$ cat src/rtl/rip_common.sv
// rtl/rip_common.sv - shared widths, enums and helpers for the rip memory subsystem
package rip_common;

  localparam int DATA_WIDTH = 32;
  localparam int ADDR_WIDTH = 10;
  localparam int NUM_COL    = DATA_WIDTH / 8;

  // Who owns the read data coming back from the memory next cycle
  typedef enum logic [1:0] {
    OWN_NONE,
    OWN_IF,
    OWN_MA,
    OWN_LD
  } arb_owner_t;

  // RUN: core pipeline uses memory; LOAD: loader owns memory, core held
  typedef enum logic {
    ARB_RUN,
    ARB_LOAD
  } arb_state_t;

  // Byte address to word address of the memory array
  function automatic logic [ADDR_WIDTH-1:0] word_addr(input logic [DATA_WIDTH-1:0] byte_addr);
    return byte_addr[ADDR_WIDTH+1:2];
  endfunction

endpackage

$ cat src/rtl/rip_mem_arbiter.sv
// rtl/rip_mem_arbiter.sv - single-port RAM arbiter for loader, data and fetch requesters
module rip_mem_arbiter
  import rip_common::*;
#(
  parameter int STARVE_LIMIT = 4
) (
  input  logic                  clk,
  input  logic                  rst,

  input  logic                  ld_req,
  input  logic [DATA_WIDTH-1:0] ld_addr,
  input  logic [NUM_COL-1:0]    ld_we,
  input  logic [DATA_WIDTH-1:0] ld_wdata,
  output logic                  ld_gnt,

  input  logic                  ma_req,
  input  logic [DATA_WIDTH-1:0] ma_addr,
  input  logic [NUM_COL-1:0]    ma_we,
  input  logic [DATA_WIDTH-1:0] ma_wdata,
  output logic                  ma_gnt,
  output logic                  ma_rvalid,
  output logic [DATA_WIDTH-1:0] ma_rdata,

  input  logic                  if_req,
  input  logic [DATA_WIDTH-1:0] if_addr,
  output logic                  if_gnt,
  output logic                  if_rvalid,
  output logic [DATA_WIDTH-1:0] if_rdata,

  output logic                  mem_en,
  output logic [ADDR_WIDTH-1:0] mem_addr,
  output logic [NUM_COL-1:0]    mem_we,
  output logic [DATA_WIDTH-1:0] mem_wdata,
  input  logic [DATA_WIDTH-1:0] mem_rdata,

  output logic                  cpu_hold
);

  // A limit of 0 still needs a 1-bit counter that sits permanently at its maximum
  localparam int CNT_W = (STARVE_LIMIT > 0) ? $clog2(STARVE_LIMIT + 1) : 1;
  localparam logic [CNT_W-1:0] CNT_MAX = CNT_W'(STARVE_LIMIT);

  arb_state_t       state;
  arb_owner_t       owner_q;
  logic [CNT_W-1:0] starve_cnt;
  logic             run_mode;
  logic             if_urgent;

  assign run_mode  = (state == ARB_RUN);
  assign if_urgent = (starve_cnt == CNT_MAX);

  // Only the word-address bits reach the array; the rest are alignment/out-of-range bits
  logic unused_addr_bits;
  assign unused_addr_bits = ^{ld_addr[1:0], ld_addr[DATA_WIDTH-1:ADDR_WIDTH+2],
                              ma_addr[1:0], ma_addr[DATA_WIDTH-1:ADDR_WIDTH+2],
                              if_addr[1:0], if_addr[DATA_WIDTH-1:ADDR_WIDTH+2]};

  // Fixed priority: loader first, then a starved fetch, then data over fetch; nothing during reset
  always_comb begin
    ld_gnt = 1'b0;
    ma_gnt = 1'b0;
    if_gnt = 1'b0;
    if (!rst) begin
      if (ld_req) begin
        ld_gnt = 1'b1;
      end else if (run_mode) begin
        if (if_req && (if_urgent || !ma_req)) begin
          if_gnt = 1'b1;
        end else if (ma_req) begin
          ma_gnt = 1'b1;
        end
      end
    end
  end

  // Steer the winning request onto the memory port; idle port is driven to zero
  always_comb begin
    mem_en    = 1'b0;
    mem_addr  = '0;
    mem_we    = '0;
    mem_wdata = '0;
    if (ld_gnt) begin
      mem_en    = 1'b1;
      mem_addr  = word_addr(ld_addr);
      mem_we    = ld_we;
      mem_wdata = ld_wdata;
    end else if (ma_gnt) begin
      mem_en    = 1'b1;
      mem_addr  = word_addr(ma_addr);
      mem_we    = ma_we;
      mem_wdata = ma_wdata;
    end else if (if_gnt) begin
      mem_en    = 1'b1;
      mem_addr  = word_addr(if_addr);
    end
  end

  // Mode machine: enter LOAD on a loader grant, leave on the first idle loader cycle
  always_ff @(posedge clk or posedge rst) begin
    if (rst) begin
      state    <= ARB_RUN;
      cpu_hold <= 1'b0;
    end else begin
      case (state)
        ARB_RUN: begin
          if (ld_gnt) begin
            state    <= ARB_LOAD;
            cpu_hold <= 1'b1;
          end
        end
        ARB_LOAD: begin
          if (!ld_req) begin
            state    <= ARB_RUN;
            cpu_hold <= 1'b0;
          end
        end
        default: begin
          state    <= ARB_RUN;
          cpu_hold <= 1'b0;
        end
      endcase
    end
  end

  // Count consecutive refused fetch cycles; frozen while the loader owns memory
  always_ff @(posedge clk or posedge rst) begin
    if (rst) begin
      starve_cnt <= '0;
    end else if (run_mode) begin
      if (!if_req || if_gnt) begin
        starve_cnt <= '0;
      end else if (!if_urgent) begin
        starve_cnt <= starve_cnt + CNT_W'(1);
      end
    end
  end

  // Tag next cycle's read data with its owner; loader reads and all writes return nothing
  always_ff @(posedge clk or posedge rst) begin
    if (rst) begin
      owner_q <= OWN_NONE;
    end else if (if_gnt) begin
      owner_q <= OWN_IF;
    end else if (ma_gnt && (ma_we == '0)) begin
      owner_q <= OWN_MA;
    end else begin
      owner_q <= OWN_NONE;
    end
  end

  assign if_rvalid = (owner_q == OWN_IF);
  assign ma_rvalid = (owner_q == OWN_MA);
  assign if_rdata  = mem_rdata;
  assign ma_rdata  = mem_rdata;

endmodule

$ cat config.mk
export PLATFORM = sky130hd
export DESIGN_NAME = rip_mem_arbiter
export DESIGN_NICKNAME = d
export VERILOG_FILES = /design/src/rtl/rip_common.sv /design/src/rtl/rip_mem_arbiter.sv
export SDC_FILE = /design/constraint.sdc
export NUM_CORES = 1
export LEC_CHECK = 0
export BUFFER_PORTS_ARGS = -buffer_cell sky130_fd_sc_hd__clkbuf_2
export CORE_AREA = 4 4 123 125
export CTS_CLUSTER_DIAMETER = 80
export DETAILED_ROUTE_END_ITERATION = 12
export DIE_AREA = 0 0 127 129
export PLACE_DENSITY = 0.44
export SYNTH_ARGS = -nofsm -noshare
export SYNTH_HDL_FRONTEND = slang
export SYNTH_SLANG_ARGS = --single-unit
export TNS_END_PERCENT = 20
$ cat constraint.sdc
create_clock -name clk -period 5.1 [get_ports clk]
set_input_delay 0.765 -clock clk [delete_from_list [all_inputs] [get_ports clk]]
set_output_delay 0.765 -clock clk [all_outputs]
set_load 0.01 [all_outputs]
==> out/metrics.csv <==
metric,value,unit
synthTopCellsByArea,"buf_4, a22o_1, dfrtp_1",
io_pins,322,
die_h,129,um
holdBufCountCts,0,
ys_types,25,
cts_root_buf,clkbuf_16,
drc,0,
setup_slack,2.043,ns
place.port_buffers,159,
clk_path_buf_depth,2,
clock_latency,0.23,ns
hold_path_end,cpu_hold$_DFFE_PP0P_,
dp_slack,1.967,ns
clock_skew,0.0005110,ns
final.setup.tns,0,ns
ys_seq_area_share,12.26,%
htree_levels,1,
finalCritPeriodShare,59.94,%
gp_congestion,0.7697,
cts-buffers-inserted,3,
final-hold-violation-count,0,
overflow,0,
outcome,"finished, final reports clean",
holdPathStages,2,
grt_pass1_wl,7.700,mm
cts_tree,done,
yosysWarningCount,0,
ctsResizeCount,0,
drive_above_1_share,63.71,%
antenna_left,0,
rsz0062_at_grt,no,
track_usage,5.778,%
start_util,10.29,%
dp_hpwl,4.385,mm
fmax,327.1,MHz
crit_chain,clkbuf_2 > nor2b_4 > and2_1 > a221o_1 > clkbuf_2,
setup_viol,0,
wl_per_cell,11.86,um
hp-start,cpu_hold$_DFFE_PP0P_,
yosysTopAreaCell,buf_4,
nets,467,
reg2regPathDepth,4,
relSlewSlack,28.45,%
worstReg2RegStart,starve_cnt[0]$_DFFE_PP0P_,
power.density,169.2,nW/um2
cp_common_cell,clkbuf_2,
coreArea,13880,um2
drt-initial-drc-count,58,
syn_avg_cell_area,8.307,um2
leakagePower,1.088,nW
dieArea,16380,um2
max_stage_delay,0.88,ns
cp-end-kind,output port,
setup.worst_path.start_class,input pin,
dieWidth,127,um
period_needed,3.057,ns
viasPerCell,3.601,
drv_cap,0,
n_fill_cell,1604,
syn_area,1429,um2
r2r_slack,3.43,ns
clk_pin_slew,0.03,ns
grt_start_max_net_pins,50,
syn_nets,379,
arrival,2.29,ns
grt_pass1_vias,1634,
synthToLayoutAreaGrowth,38.00,%
clock-sinks,7,
slew_violations,0,
crit_type,input pin to output port,
num_vias,1581,
min_path_type,flop to flop,
post_cts_buffers,0,
synth-seq-cells,7,
synth_top_area_share,33.63,%
first_pass_iters,4,
worst_pin_slew,1.071,ns
syn_inst,172,
cp.required,4.34,ns
row_count,43,
critPathSlowestCell,nor2b_4,
diodes,0,
wl,5.207,mm
vdd_drop_max,0.0001088,V
timing.rr.end,owner_q[0]$_DFF_PP0_,
antenna_found_initial,0,
path_max_fanout,49,
area by class of cell:
| type | count | area (um2) | share of cell area [%] |
|---|---|---|---|
| multi-input cells | 85 | 681.9 | 34.58 |
| repair buffers | 159 | 795.8 | 40.36 |
| inverters | 4 | 15.01 | 0.7614 |
| flip-flops and latches | 7 | 175.2 | 8.883 |
| well taps | 180 | 225.2 | 11.42 |
| clock buffers | 4 | 78.83 | 3.997 |
report_power, final:
group / total, mW / internal, mW / switching [mW] / leakage, nW
registers: 0.0655 / 0.0617 / 0.00386 / 0.0917
logic: 0.137 / 0.0717 / 0.0654 / 0.958
clock network: 0.131 / 0.104 / 0.0272 / 0.0382
synthesized netlist by cell type:
master and n:
inv_1 4, a21oi_1 2, o311ai_0 1, buf_2 7, buf_6 4, nand2_1 3
or3_1 2, nand4_1 2, a21boi_0 2, nor2_1 1, and2_1 11, o21ai_0 3
nand3b_1 1, buf_4 64, nor4_1 1, dfrtp_1 7, and3b_1 1, a221o_1 10
a22o_1 36, nand3_2 1, o21a_1 1, ha_1 2, and4_4 1, nor2b_1 4
clkbuf_1 1
state kept, by name (all words and copies together), names as in the netlist:
register and flops:
owner_q 2, state 1, cpu_hold 1, starve_cnt 3
per-layer routing:
layer	global-route usage (%)	wire length, um	vias to the layer above
met1	5.181	1611	698
met3	1.785	751	25
met5	0	0	-
met4	2.650	154	0
li1	-	-	739
met2	11.67	2690	119
how the worst max path moves through the flow:
stage,start,endpoint,slack (ns),depth (start not counted)
6_report,ld_req,mem_addr[6],2.04,5
5_1_grt,ld_req,mem_addr[6],1.84,5
4_1_cts,ld_req,mem_addr[6],1.96,5
3_5_place_dp,ld_req,mem_addr[6],1.97,5
3_3_place_gp,ld_req,mem_addr[6],2.01,5
2_1_floorplan,ma_req,mem_addr[0],2.68,4
worst max-delay path, delay by kind of cell:
kind / cells / cell delay [ns]
AO/OA/AOI/OAI: 1 / 0.13
buffers and inverters: 2 / 0.27
AND/OR/NAND/NOR: 2 / 1.12
cell families after synthesis:
group / count (synthesis) / synth area share [%]
simple gates: 28 / 12.43
compound gates: 55 / 33.01
buf+inv: 80 / 40.54
fa+ha+maj: 2 / 1.751
flops: 7 / 12.26
layout by cell type, fill, tap and decap left out:
cell type / count
nand2_1: 3
ha_1: 2
o311ai_0: 1
inv_1: 4
nor4_1: 1
and3b_1: 1
and4_4: 1
or3_1: 2
and2_1: 11
clkbuf_2: 159
a21boi_0: 2
nand4_1: 2
nor2b_1: 3
clkbuf_1: 1
nand3b_1: 1
o21a_1: 1
nor2_1: 1
a221o_1: 10
a21oi_1: 2
nor2b_4: 1
nand3_2: 1
dfrtp_1: 7
o21ai_0: 3
a22o_1: 36
clkbuf_16: 3
metrics by stage:
step / std cells / util [%] / power [mW] / hold slack, ns / cell area (um2)
floorplan: 172 / - / 0.1843 / 0.5355 / 1429
global placement: 435 / 13.64 / 0.2035 / 0.4994 / 1893
detailed placement: 435 / 13.64 / 0.2060 / 0.5104 / 1893
CTS: 439 / 14.21 / 0.3412 / 0.5262 / 1972
global route: 439 / 14.21 / 0.3602 / 0.5711 / 1972
finish: 439 / 14.21 / 0.3336 / 0.5151 / 1972
(Power assumes the default switching activity.)
